[src/rtl/bcd_display_scan_pkg.sv]
// Shared segment encodings for the BCD display scanner.
// All patterns are {g,f,e,d,c,b,a}, active-low.
package bcd_display_scan_pkg;

  typedef logic [6:0] seg_t;

  localparam seg_t SEG_0    = 7'b1000000;
  localparam seg_t SEG_1    = 7'b1111001;
  localparam seg_t SEG_2    = 7'b0100100;
  localparam seg_t SEG_3    = 7'b0110000;
  localparam seg_t SEG_4    = 7'b0011001;
  localparam seg_t SEG_5    = 7'b0010010;
  localparam seg_t SEG_6    = 7'b0000010;
  localparam seg_t SEG_7    = 7'b1111000;
  localparam seg_t SEG_8    = 7'b0000000;
  localparam seg_t SEG_9    = 7'b0010000;
  localparam seg_t SEG_DASH = 7'b0111111;
  localparam seg_t SEG_OFF  = 7'b1111111;

endpackage

[src/rtl/bcd_display_scan_if.sv]
// Digit/control inputs and display-side outputs of the scanner.
// The slave side is the scanner; the master side feeds it.
interface bcd_display_scan_if #(
  parameter int NUM_DIGITS = 4
);

  logic                      ENABLE;
  logic [4*NUM_DIGITS-1:0]   D_IN;
  logic [NUM_DIGITS-1:0]     DP_IN;
  logic                      BLANK;
  logic [NUM_DIGITS-1:0]     AN;
  logic [6:0]                SEG;
  logic                      DP;
  logic                      FRAME;

  modport master (
    output ENABLE, D_IN, DP_IN, BLANK,
    input  AN, SEG, DP, FRAME
  );

  modport slave (
    input  ENABLE, D_IN, DP_IN, BLANK,
    output AN, SEG, DP, FRAME
  );

endinterface

[src/rtl/bcd_display_scan_bcd_to_7seg.sv]
// Combinational BCD to active-low 7-segment decoder.
// Codes above 9 render as a dash.
module bcd_to_7seg
  import bcd_display_scan_pkg::*;
(
  input  logic [3:0] code,
  output seg_t       seg
);

  always_comb begin
    seg = SEG_DASH;
    case (code)
      4'd0:    seg = SEG_0;
      4'd1:    seg = SEG_1;
      4'd2:    seg = SEG_2;
      4'd3:    seg = SEG_3;
      4'd4:    seg = SEG_4;
      4'd5:    seg = SEG_5;
      4'd6:    seg = SEG_6;
      4'd7:    seg = SEG_7;
      4'd8:    seg = SEG_8;
      4'd9:    seg = SEG_9;
      default: seg = SEG_DASH;
    endcase
  end

endmodule

[src/rtl/bcd_display_scan.sv]
// Time-multiplexed common-anode driver for a chain of BCD digits,
// with frame snapshot, leading-zero blanking and a per-slot guard cycle.
module bcd_display_scan
  import bcd_display_scan_pkg::*;
#(
  parameter int NUM_DIGITS    = 4,
  parameter int REFRESH_DIV   = 50000,
  parameter int BLANK_LEADING = 1
) (
  input  logic CLK,
  input  logic CLR,
  bcd_display_scan_if.slave bus
);

  localparam int IW = (NUM_DIGITS > 1) ? $clog2(NUM_DIGITS) : 1;
  localparam int DW = (REFRESH_DIV > 1) ? $clog2(REFRESH_DIV) : 1;
  localparam logic [IW-1:0] LAST_IDX = IW'(NUM_DIGITS - 1);
  localparam logic [DW-1:0] LAST_DIV = DW'(REFRESH_DIV - 1);

  logic [DW-1:0]           div;
  logic [IW-1:0]           idx;
  logic [4*NUM_DIGITS-1:0] snap;
  logic [NUM_DIGITS-1:0]   snap_dp;

  logic [NUM_DIGITS-1:0]   an_q;
  seg_t                    seg_q;
  logic                    dp_q;
  logic                    frame_q;

  logic [NUM_DIGITS-1:0]   lead_blank;
  logic                    hi_zero;
  logic [3:0]              cur_code;
  seg_t                    cur_seg;
  logic                    slot_blank;
  logic                    frame_start;
  logic [NUM_DIGITS-1:0]   an_nxt;
  seg_t                    seg_nxt;
  logic                    dp_nxt;

  // Walk from the top digit down; a digit is blank while everything
  // at or above it is a zero with no decimal point.
  always_comb begin
    lead_blank = '0;
    hi_zero    = 1'b1;
    for (int k = NUM_DIGITS - 1; k > 0; k--) begin
      hi_zero = hi_zero
              && (snap[4*k +: 4] == 4'd0)
              && !snap_dp[k];
      lead_blank[k] = (BLANK_LEADING != 0) && hi_zero;
    end
  end

  assign cur_code = snap[4*idx +: 4];

  bcd_to_7seg u_dec (
    .code (cur_code),
    .seg  (cur_seg)
  );

  always_comb begin
    slot_blank  = lead_blank[idx];
    frame_start = bus.ENABLE && (div == '0) && (idx == '0);
    an_nxt      = '1;
    if ((div != '0) && !slot_blank && !bus.BLANK)
      an_nxt[idx] = 1'b0;
    seg_nxt = slot_blank ? SEG_OFF : cur_seg;
    dp_nxt  = slot_blank ? 1'b1 : ~snap_dp[idx];
  end

  always_ff @(posedge CLK) begin
    if (!CLR) begin
      div     <= '0;
      idx     <= '0;
      snap    <= '0;
      snap_dp <= '0;
      an_q    <= '1;
      seg_q   <= SEG_OFF;
      dp_q    <= 1'b1;
      frame_q <= 1'b0;
    end else begin
      frame_q <= frame_start;
      if (bus.ENABLE) begin
        if (div == LAST_DIV) begin
          div <= '0;
          idx <= (idx == LAST_IDX) ? '0 : idx + 1'b1;
        end else begin
          div <= div + 1'b1;
        end
        if (frame_start) begin
          snap    <= bus.D_IN;
          snap_dp <= bus.DP_IN;
        end
        an_q  <= an_nxt;
        seg_q <= seg_nxt;
        dp_q  <= dp_nxt;
      end
    end
  end

  assign bus.AN    = an_q;
  assign bus.SEG   = seg_q;
  assign bus.DP    = dp_q;
  assign bus.FRAME = frame_q;

endmodule

[src/flat_wrapper.sv]
// flat-port wrapper written by rule: the top's interface ports become plain ports
module bcd_display_scan_flat import bcd_display_scan_pkg::*;
#(
  parameter int NUM_DIGITS    = 4,
  parameter int REFRESH_DIV   = 50000,
  parameter int BLANK_LEADING = 1
)
  (CLK, CLR, bus_ENABLE, bus_D_IN, bus_DP_IN, bus_BLANK, bus_AN, bus_SEG, bus_DP, bus_FRAME);
  bcd_display_scan_if #(.NUM_DIGITS(NUM_DIGITS)) bus_i ();
  input  logic CLK;
  input  logic CLR;
  input wire logic [$bits(bus_i.ENABLE)-1:0] bus_ENABLE;
  input wire logic [$bits(bus_i.D_IN)-1:0] bus_D_IN;
  input wire logic [$bits(bus_i.DP_IN)-1:0] bus_DP_IN;
  input wire logic [$bits(bus_i.BLANK)-1:0] bus_BLANK;
  output wire logic [$bits(bus_i.AN)-1:0] bus_AN;
  output wire logic [$bits(bus_i.SEG)-1:0] bus_SEG;
  output wire logic [$bits(bus_i.DP)-1:0] bus_DP;
  output wire logic [$bits(bus_i.FRAME)-1:0] bus_FRAME;
  assign bus_i.ENABLE = bus_ENABLE;
  assign bus_i.D_IN = bus_D_IN;
  assign bus_i.DP_IN = bus_DP_IN;
  assign bus_i.BLANK = bus_BLANK;
  assign bus_AN = bus_i.AN;
  assign bus_SEG = bus_i.SEG;
  assign bus_DP = bus_i.DP;
  assign bus_FRAME = bus_i.FRAME;
  bcd_display_scan #(.NUM_DIGITS(NUM_DIGITS), .REFRESH_DIV(REFRESH_DIV), .BLANK_LEADING(BLANK_LEADING)) u_core (.CLK(CLK), .CLR(CLR), .bus(bus_i));
endmodule
[config.mk]
export PLATFORM = sky130hd
export DESIGN_NAME = bcd_display_scan_flat
export DESIGN_NICKNAME = d
export VERILOG_FILES = /design/src/rtl/bcd_display_scan_pkg.sv /design/src/rtl/bcd_display_scan_if.sv /design/src/rtl/bcd_display_scan_bcd_to_7seg.sv /design/src/rtl/bcd_display_scan.sv /design/src/flat_wrapper.sv
export SDC_FILE = /design/constraint.sdc
export NUM_CORES = 1
export LEC_CHECK = 0
export CORE_ASPECT_RATIO = 1.75
export CORE_MARGIN = 8
export CORE_UTILIZATION = 49
export DETAILED_ROUTE_END_ITERATION = 12
export PLACE_DENSITY = 0.77
export SYNTH_ARGS = -nofsm -noshare
export SYNTH_HDL_FRONTEND = slang
export SYNTH_SLANG_ARGS = --single-unit
export TNS_END_PERCENT = 20
[constraint.sdc]
create_clock -name CLK -period 2 [get_ports CLK]
set_input_delay 0.2 -clock CLK [delete_from_list [all_inputs] [get_ports CLK]]
set_output_delay 0.2 -clock CLK [all_outputs]
set_load 0.05 [all_outputs]
* After elaboration in Yosys (flattened, before gate mapping)
Memory sizes are Yosys's and may differ from the RTL's. Cells that the tools add are included.
Storage, ports and cells: bits in writable memories 0, word-level logic and storage cells 52, memories 1, output and inout bits 13, flip-flop bits (word level) 51, latch bits 0, memory bits (read-only) 112, bits of input ports 24
Memories:
- (no name shown) | words 16, bits a word 7, rd ports 1, clocked after memory_dff 0, wr ports 0, RTL line bcd_display_scan_bcd_to_7seg.sv:12 | case (code)
Operators by class: muxes and demuxes 11, eq/ne operators 2, $add $sub $neg 2, divide/modulo/power cells 0, multiply operators 0, bitwise gates (word level) 2, $lt $le $gt $ge 2, reductions and logical operators 23, shift operators 1
Operators with widths (number):
- 16-bit by 1-bit adder with 16-bit output, second input constant | 1
- 16-bit equality test, second input constant | 1
- 16-bit zero test | 1
- 16-bit two-way mux | 1
- 16-bit nonzero test | 1
- 16-bit by 5-bit variable part select with 4-bit output | 1
- 4-bit zero test | 3
- 1-bit logical AND | 10
- 7-bit two-way mux | 1
- 1-bit zero test | 5
- 1-bit binary-select mux with 2-bit select | 2
- 1-bit two-way mux | 4
- 4-bit two-way mux | 1
- 4-bit NOT | 1
- 2-bit AND reduction | 2
- 2-bit by 3-bit < comparator with 1-bit output, second input constant | 1
- 2-bit by 1-bit adder with 2-bit output, second input constant | 1
- 1-bit demux with 2-bit select | 1
- 2-bit equality test, second input constant | 1
- 2-bit by 1-bit greater-or-equal comparator with 1-bit output, second input constant | 1
- 2-bit zero test | 1
- 2-bit two-way mux | 1
- 1-bit NOT | 1

* Logic depth before layout (Yosys ltp)
word-level depth 12, gate-level depth with buffers 8, depth with buffers taken out 7

* Modules after synthesis
Synthesis repeated with hierarchy kept, for this count alone.
Second synthesis, totals: cells, all modules 307, area, all modules 2631.3 µm²
Modules (own cells, without submodules):
- bcd_display_scan | sequential area each 1021.0 µm², cells each 276, area an instance 2401.1 µm², instances 1
- bcd_to_7seg | sequential area each 0.0 µm², cells each 31, area an instance 230.2 µm², instances 1

* Worst setup path after synthesis
No wires, ideal clock.
path type register -> register, from register u_core.idx[0], to register u_core.seg_q[4], in the netlist u_core.bus.SEG[4], clock period less this slack 2055 ps, data arrival time 1909 ps, slack -55 ps, library setup time 146 ps, data required time 1854 ps, buffers on the path 1, cell stages (with the launch flop) 9, cell sequence dfxtp_1 > buf_2 > mux4_2 > inv_1 > ha_1 > inv_1 > mux2_1 > o21ai_1 > a41oi_1
On the way: cells in the longest elaborated chain, start to end 3, elaborated cells on any way between the ends 5, those cells by class 1 x shift; 3 x mux; 1 x memory
Ends and longest elaborated chain:
- start, declared | RTL line bcd_display_scan.sv:21 | logic [IW-1:0] idx;
- start signal, assigned | RTL line bcd_display_scan.sv:85 | idx <= (idx == LAST_IDX) ? '0 : idx + 1'b1;
- 16-bit by 5-bit variable part select with 4-bit output or 1-bit binary-select mux with 2-bit select (tied branches) | RTL line bcd_display_scan.sv:53, bcd_display_scan.sv:61
- memory 16 x 7 bit or 1-bit two-way mux (tied branches)
- 7-bit two-way mux (*) | RTL line bcd_display_scan.sv:66 | seg_nxt = slot_blank ? SEG_OFF : cur_seg;
- end signal, assigned | RTL line bcd_display_scan.sv:94 | seg_q <= seg_nxt;
- end, declared | RTL line bcd_display_scan.sv:26 | seg_t seg_q;
Mark *: on every way between the ends. The rest lies on a longest branch, timed or not. The select of a mux whose other input is x is not followed. A chain may end at the register's enable or synchronous reset.

* Worst setup path after layout
Same ends and word-level chain as after synthesis.

==> flow_metrics.tcl <==
set metrics [dict create \
    coreArea_um2 5170 \
    worstSetupEndpointType "flop" \
    hold_class "in -> reg" \
    syn_area_um2 2570 \
    critPathArrivalTime_ns 2.12 \
    num_rows 35 \
    fmax_ghz 0.513 \
    synth_cells 296 \
    h-tree-depth 2 \
    die_h_um 112 \
    finalWirelength_um 6960 \
    drc 0 \
    synth-seq-cells 51 \
    cp_max_fo 4 \
    io_buffers 36 \
    ir_drop_uv 469 \
    hpwl_um 5340 \
    cts-root-buf "clkbuf_8" \
    critical_path_class "reg -> reg" \
    finalPower_mw 2.08 \
    areaGrowthSynthToFinish_pct 22.2 \
    finalNonFillerCells 394 \
    relSlewSlack 0.648 \
    grt-ovfl-total 0 \
    clk_pin_slew_worst_paths_ns 0.08 \
    avgSynthCellArea_um2 8.68 \
    nNetsFinal 375 \
    setup_viol 0 \
    cts_tree "done" \
    yosys_warnings 0 \
    hold_path_depth 3 \
    crit_required_ns 2.17 \
    clock_latency_ns 0.30 \
    holdBufCountCts 0 \
    synth-edff-count 0 \
    final_common_cell "dfxtp_1" \
    drive_gt1_frac 0.121 \
    min_period_over_period 0.974 \
    final_antenna_net_count 0 \
    antenna_cells 0 \
    grt_max_degree 25 \
    dp.cells 385 \
    die_w_um 70.7 \
    power.leakage_nw 1.15 \
    drt_iter0_drc 155 \
    grtUsageTotal 0.180 \
    final-hold-violation-count 0 \
    max_cap_viol_count 0 \
    timing.final.ws_setup_ns 0.0514 \
    wl_per_cell_um 17.7 \
    pre_cts_slack_ns 0.0128 \
    grt_pass1_vias 2531 \
    ys_types 43 \
    ys_async_sr_fraction 0 \
    timing.hold.ws_ns 0.457 \
    initial_core_util 0.497 \
    fin_util 0.608 \
    mostFrequentLayoutCells "dfxtp_1, clkdlybuf4s50_1, a21oi_1, nand3_1, o21ai_0" \
    r2r_cells 7 \
    power_density_nw_per_um2 662 \
    antenna_found_initial 0 \
    viasPerCell 6.17 \
    vias 2430 \
    synthFlopType "dfxtp_1" \
    period_minus_slack_ns 1.95 \
    cts_made_buffers 5 \
    grt_pass1_wl_um 11500 \
    drv_slew 0 \
    dr.pass1.iters 4 \
    start_kind "flop" \
    yosysSeqAreaShare 0.397 \
    status "finished clean" \
    io-pin-count 37 \
    gp_congestion 0.916 \
    fp.dieArea_um2 7910 \
    clock_path_buffers 2 \
    fillers 489 \
    synth_nets 331 \
    skew_ns 0.00620 \
    worstMarginPinSlew_ns 0.526 \
    clock_sinks 51 \
]
[path summary, 6_finish.rpt]
path	start	end	slack, ns
setup reg to reg	u_core.idx[0]	u_core.bus.SEG[4]	0.05
setup / recovery	u_core.idx[0]	u_core.bus.SEG[4]	0.05
hold / removal	bus_D_IN[3]	u_core.snap[3]	0.46
hold reg to reg	u_core.bus.SEG[6]	u_core.bus.SEG[6]	0.49
[power by group]
| group | internal, mW | switching (mW) |
|---|---|---|
| Clock | 0.234 | 0.316 |
| Combinational | 0.181 | 0.240 |
| Sequential | 1.07 | 0.0424 |
[Yosys cell counts, drive strengths merged, types with 2 or more instances]
master	instances	area, um2
nor2	20	75.1
mux2i	5	50.1
ha	11	138
a21oi	34	170
xor2	5	43.8
nand3	27	135
mux4	5	113
clkbuf	14	52.6
or4	3	22.5
or3	4	25.0
and4	3	26.3
mux2	3	33.8
inv	11	41.3
o21a	3	22.5
xnor2	2	17.5
dfxtp	51	1020
nor4	2	27.5
o21ai	29	145
nand2	12	45.0
a32oi	9	78.8
nor3	7	35.0
buf	6	38.8
and3	9	56.3
nor4b	2	17.5
nand4	6	37.5
[worst max-delay path, stage by stage (launching register included)]
cell and delay [ns]:
dfxtp_2 0.38, mux4_2 0.56, inv_2 0.11, ha_2 0.18, inv_1 0.04, mux2_1 0.29
o21ai_1 0.13, a41oi_1 0.12
[what timing repair did]
item,CTS,global route
endpoints found under the setup margin,1,1
cloned,0,0
gates resized for setup,1,2
buffers inserted,0,3
[metrics by stage]
step,TNS (ns),cell area (um2)
2_1_floorplan,0,2570
3_3_place_gp,0,3040
3_5_place_dp,0,3040
4_1_cts,0,3120
5_1_grt,-0.0194,3140
6_report,0,3140
[state kept, by name, summed over array words and instances, names as in the netlist]
signal,flops
u_core.snap,16
u_core.snap_dp,4
u_core.bus.FRAME,1
u_core.bus.SEG,7
u_core.div,16
u_core.bus.AN,4
u_core.bus.DP,1
u_core.idx,2
[final cells by class]
cell class	instances	area, um2	area share
multi-input combinational	214	1420	0.452
sequential	51	1020	0.325
timing repair buffer	57	518	0.165
clock buffer	6	72.6	0.0231
tap	55	68.8	0.0219
inverter	11	41.3	0.0131
[logic make-up (layout without fill, tap and decap cells)]
logic type                 after synthesis  count (layout)  share of synthesized area
xor gates and xnor gates                 7               7                     0.0239
muxes                                   13              13                     0.0764
and+or+nand+nor                        100             100                      0.209
AOI/OAI and AO/OA                       83              83                      0.188
buffers and inverters                   31              74                     0.0516
DFF                                     51              51                      0.397
adders and majority gates               11              11                     0.0536
[layer usage]
layer	global-route usage	routed length, um
met1	0.159	2460
met3	0.0333	221
met2	0.342	3890
met4	0.131	387
met5	0	0
Power figures use the tool's default switching activity.
